### config.mk
export PLATFORM = sky130hd
export DESIGN_NAME = seq_comp
export DESIGN_NICKNAME = d
export VERILOG_FILES = /design/src/rtl/seq_comp.sv
export SDC_FILE = /design/constraint.sdc
export NUM_CORES = 1
export LEC_CHECK = 0
export ABC_AREA = 1
export CAP_MARGIN = 20
export CORE_MARGIN = 2
export CORE_UTILIZATION = 45
export CTS_CLUSTER_SIZE = 20
export DETAILED_ROUTE_END_ITERATION = 12
export PLACE_DENSITY = 0.7
export SYNTH_ARGS = -nofsm -noshare
export SYNTH_HDL_FRONTEND = slang
export SYNTH_SLANG_ARGS = --single-unit
### constraint.sdc
create_clock -name clk -period 18.5 [get_ports clk]
set_input_delay 2.775 -clock clk [delete_from_list [all_inputs] [get_ports clk]]
set_output_delay 2.775 -clock clk [all_outputs]
set_load 0.005 [all_outputs]
### src/rtl/seq_comp.sv
// seq_comp: constant-time multi-cycle masked equality comparator for the verify path
module seq_comp #(
  parameter int DATA_W  = 256,
  parameter int SIG_W   = 160,
  parameter int CHUNK_W = 32
) (
  input  logic              clk,
  input  logic              rst,
  input  logic              start,
  input  logic              mode,
  input  logic [DATA_W-1:0] op_a,
  input  logic [DATA_W-1:0] op_b,
  output logic              busy,
  output logic              done,
  output logic              equal
);
  localparam int N  = DATA_W / CHUNK_W;
  localparam int IW = N > 1 ? $clog2(N) : 1;
  localparam logic [DATA_W-1:0] SIG_MASK = {DATA_W{1'b1}} >> (DATA_W - SIG_W);
  typedef enum logic [1:0] {IDLE, RUN, DONE} state_t;
  state_t            state;
  logic [DATA_W-1:0] a_q, b_q, mask;
  logic              mode_q;
  logic [IW-1:0]     idx;
  logic [CHUNK_W-1:0] acc, diff;
  // masked difference of the chunk selected by idx; mask depends only on latched mode
  always_comb begin
    mask = mode_q ? '1 : SIG_MASK;
    diff = (a_q[idx*CHUNK_W +: CHUNK_W] ^ b_q[idx*CHUNK_W +: CHUNK_W]) & mask[idx*CHUNK_W +: CHUNK_W];
  end
  // fixed-length compare sequence with zeroize on completion
  always_ff @(posedge clk or posedge rst) begin
    if (rst) begin
      state  <= IDLE;
      busy   <= 1'b0;
      done   <= 1'b0;
      equal  <= 1'b0;
      a_q    <= '0;
      b_q    <= '0;
      mode_q <= 1'b0;
      idx    <= '0;
      acc    <= '0;
    end else begin
      case (state)
        IDLE: begin
          if (start) begin
            a_q    <= op_a;
            b_q    <= op_b;
            mode_q <= mode;
            idx    <= '0;
            acc    <= '0;
            equal  <= 1'b0;
            busy   <= 1'b1;
            state  <= RUN;
          end
        end
        RUN: begin
          acc <= acc | diff;
          idx <= idx + 1'b1;
          if (idx == IW'(N - 1)) begin
            equal <= ~|(acc | diff);
            done  <= 1'b1;
            state <= DONE;
          end
        end
        default: begin
          done   <= 1'b0;
          busy   <= 1'b0;
          a_q    <= '0;
          b_q    <= '0;
          mode_q <= 1'b0;
          acc    <= '0;
          idx    <= '0;
          state  <= IDLE;
        end
      endcase
    end
  end
endmodule

# Yosys cells after proc, flatten, opt, wreduce, memory -nomap -nowiden
# Cells that the tools add are included.
# op_classes
n_addsub	1
eq_ne	4
shifts	3
muxes	21
bitwise	5
reduce_logical	8
# op_table
operator	count
case mux 256 bit (2 select lines)	2
two-way mux 256 bit	3
variable part select 256 x 9 -> 32 bit	3
case mux 32 bit (2 select lines)	1
bitwise AND 32 bit	1
two-way mux 32 bit	1
bitwise OR 32 bit	1
OR reduction 32 bit	1
bitwise XOR 32 bit	1
case mux 1 bit (2 select lines)	4
case mux 3 bit (2 select lines)	1
AND reduction 2 bit	3
two-way mux 1 bit	5
two-way mux 2 bit	2
inequality test 2 bit, second input constant	2
case mux 2 bit (2 select lines)	1
adder 3 x 1 -> 3 bit, second input constant	1
== test 3 bit, second input constant	1
two-way mux 3 bit	1
AND reduction 3 bit	1
== test 2 x 1 -> 1 bit, second input constant	1
logical NOT 2 bit	1
inverter 1 bit	2
nonzero test 2 bit	1
logical NOT 1 bit	1
# totals
regBits	553
input_bits	516
output_inout_bits	3
word_cells	51

# Longest topological paths before layout
# logic_depth
ltp_word	8
mapped_depth	18

# Worst setup path after synthesis
# Ideal clock, no wire load.
# synth_timing
path_type	input-to-reg
start	in start
end	reg a_q[11]
setup_ns	0.083
arrival_time_ns	3.800
t_required_ns	18.417
slack_ns	14.617
path_stages	6
n_path_buf	3
cell_sequence	nor2_1 nor2_1 buf_2 buf_2 clkbuf_1 o21ai_0
# synth_via
elab_chain_len	2
# synth_lines
item	line	source
from (decl)	9	input logic start,
inequality test 2 bit (no line)	--	
AND reduction 2 bit (no line)	--	
to (signal assigned)	47	a_q <= op_a;
to (decl)	22	logic [DATA_W-1:0] a_q, b_q, mask;
# No other way between the ends.
# A chain may end at the register's enable or synchronous reset.

# Final worst setup path
# layout_timing
start	in start
end	reg b_q[1]
# layout_via
elab_chain_len	2
# layout_lines
item	line	source
inequality test 2 bit (no line)	--	
AND reduction 2 bit (no line)	--	
to (signal assigned)	48	b_q <= op_b;
to (decl)	22	
# No other way between the ends.

==> results by group <==
STA
  • Hold Violations, Final: 0
  • Setup TNS: 0 ns
  • Tmin final: 5.16 ns
  • Max-slew violation count: 0
  • Worst Clk Skew: 0.0188 ns
  • Worst-Margin Slew: 1.15 ns
  • Max-slew headroom: 0.233
  • Final setup violation count: 0
  • RSZ-0062 raised after global routing: false
  • Fin crit share: 0.279
  • Max Freq: 0.194 GHz

Final layout
  • Area Growth Syn to Fin: 26.0%
  • Final #Nets: 4849
  • Final std cells w/o fill: 5258
  • Register area: 13800 µm²
  • Share of layout cells above drive strength 1: 0.0356
  • Multi-input logic area: 12100 µm²
  • Fill cells: 5996

Placement
  • Final HPWL DP: 66500 µm
  • PortBufs: 518
  • Routability cong.: 0.839
  • Dpl cells: 5123

Critical path
  • Kind of critical path: input pin to register
  • CP required: 18.95 ns
  • CP Capture Type: register
  • Worst path arrival time: 5.61 ns
  • Reg2reg setup slack: 14.70 ns
  • Startpoint Class: input pin
  • Crit path max fanout: 259

Synth
  • Synth Flop Type: dfrtp_1
  • Syn nets: 4527
  • Post-synth top cells: nand2_1, o21ai_0, nand3_1
  • Cell variety after synth: 22
  • Most common cell in the synthesized netlist: nand2_1
  • Yosys top cell by area: dfrtp_1
  • Synthesized area per cell: 7.24 µm²
  • Sequential-to-total area share from yosys stat: 0.476
  • Synth area leaders: dfrtp_1, nand2_1, o21ai_0
  • Netlist Area Pre-Place: 29000 µm²
  • Async set-reset flop share out of synthesis: 1.00
  • Syn. warnings: 0
  • Post-Syn Instances: 4009
  • #FFs+latches synth: 553
  • EDFF count, synth: 0
  • Share of the synthesized area in the top cell type: 0.476

Clocking
  • Clock slew at reported path FFs: 0.06 ns
  • Worst-Skew Late Latency: 0.64 ns
  • Sink Count: 553
  • Num CTS Buffers: 61
  • Post_cts resized: 0
  • Clock tree from TritonCTS: done
  • Setup bufs post-CTS: 0
  • Max Root-Sink Buffers: 3
  • Clk root buf: clkbuf_16
  • # hold bufs at CTS: 0
  • H-tree level count: 2

Global route
  • GRT Overall Usage: 0.293
  • Initial antenna violation count: 23
  • Number of global-route vias before repair: 26700
  • Largest net degree at the start of global routing: 260
  • First-pass GRT wire length: 152000 µm
  • Total grt overflow: 0

Detailed routing
  • DR iter-0 viols: 2716
  • Detailed-route DRC error count: 0
  • DRT Wirelength: 98800 µm
  • DR vias: 27800
  • Average wire per standard cell: 18.8 µm
  • Vias/cell: 5.28
  • Total iterations of the first detailed-routing run: 6
  • Routed Antenna Nets: 0

Die
  • DIE AREA: 66600 µm²
  • # rows: 93
  • Core Region: 64100 µm²
  • Ports: 519
  • Initial cell density of the core: 0.453
  • Die Span Y: 258 µm
  • Die width: 258 µm

Outcome
  • Outcome: finished, final reports clean

Pwr
  • Peak supply drop: 161 µV
  • Power per cell area: 163 nW/µm²
  • Leak Pwr: 0.0175 µW

Flow run
  • Max Cap Violations: 0

Min path
  • Hold Crit Class: register to register
[state kept, by name, summed over array words and instances, names as in the netlist]
register and cells:
done 1, state 2, busy 1, equal 1, a_q 256, idx 3, b_q 256, mode_q 1
acc 32
[critical path, cell delays in order]
cell	delay, ns
buf_8	0.47
nor2_4	0.10
nor2_4	0.13
buf_12	0.69
buf_4	0.92
o21ai_0	0.22
[cells in the final DEF, fill, tap and decap left out, types with 2 or more instances in the layout]
cell             Yosys  final
clkinvlp_4           0      2
nand3_1            606    606
clkbuf_16            0     63
clkinv_2             0     11
a21oi_1             15     15
nor2_4               0      4
or2_1               23     23
buf_12               0      4
dfrtp_1            553    551
o21ai_1             10     10
clkdlybuf4s50_1      0    517
clkbuf_8             0     16
bufinv_16            0      9
nand4_1             44     44
inv_6                0      2
diode_2              0     22
nand2_1           1149   1149
clkbuf_1           202     12
o21ai_0            745    745
xnor2_1             17     17
inv_1              487    486
ha_1                 2      2
or2_2               16     16
buf_4               15     24
nand2b_1             2      2
nor2_1              49     44
[per-stage QoR]
stage / util / hold slack, ns / instance area [µm²] / total power, µW / setup WS [ns]
floorplan: - / 0.458 / 29000 / 3760 / 0.263
global placement: 0.536 / 0.472 / 34300 / 4570 / 12.77
detailed placement: 0.536 / 0.480 / 34300 / 4640 / 12.77
CTS: 0.570 / 0.493 / 36500 / 5990 / 13.42
global route: 0.570 / 0.514 / 36600 / 6440 / 13.14
finish: 0.571 / 0.492 / 36600 / 5960 / 13.34
[metal layers]
layer | part of all wire | track usage | vias up | routed length [µm]
met5 | 0.00037 | 0 | - | 37
met4 | 0.040 | 0.131 | 6 | 3930
met3 | 0.059 | 0.0408 | 163 | 5820
met2 | 0.48 | 0.479 | 849 | 47400
met1 | 0.42 | 0.389 | 13300 | 41500
li1 | - | - | 13500 | -
[logic make-up after synthesis]
group	share of synthesized area
simple gates	0.278
flops	0.476
fa+ha+maj	0.000862
xor+xnor	0.00513
buf+inv	0.107
compound gates	0.133
[path summary, 6_finish.rpt]
check | startpoint | end | cells after the start
max | start | b_q[1] | 6
min | a_q[64] | a_q[64] | 2
max reg2reg | idx[0] | equal | 16
min reg2reg | a_q[64] | a_q[64] | 2
max in group asynchronous | rst | b_q[244] | 4
min in group asynchronous | rst | b_q[37] | 2
[final cells by class]
type / instances / share of cell area
antenna: 22 / 0.00150
clock buffer: 91 / 0.0503
clock inverter: 22 / 0.00940
inverter: 490 / 0.0506
multi-input combinational: 2679 / 0.331
sequential: 553 / 0.378
tap: 855 / 0.0292
timing repair buffer: 546 / 0.149
[report_power, final]
| part | switching [µW] | internal [µW] |
|---|---|---|
| clock network | 521 | 809 |
| registers | 209 | 1660 |
| logic | 1920 | 837 |
| total | 2650 | 3310 |
Power figures use the tool's default switching activity.
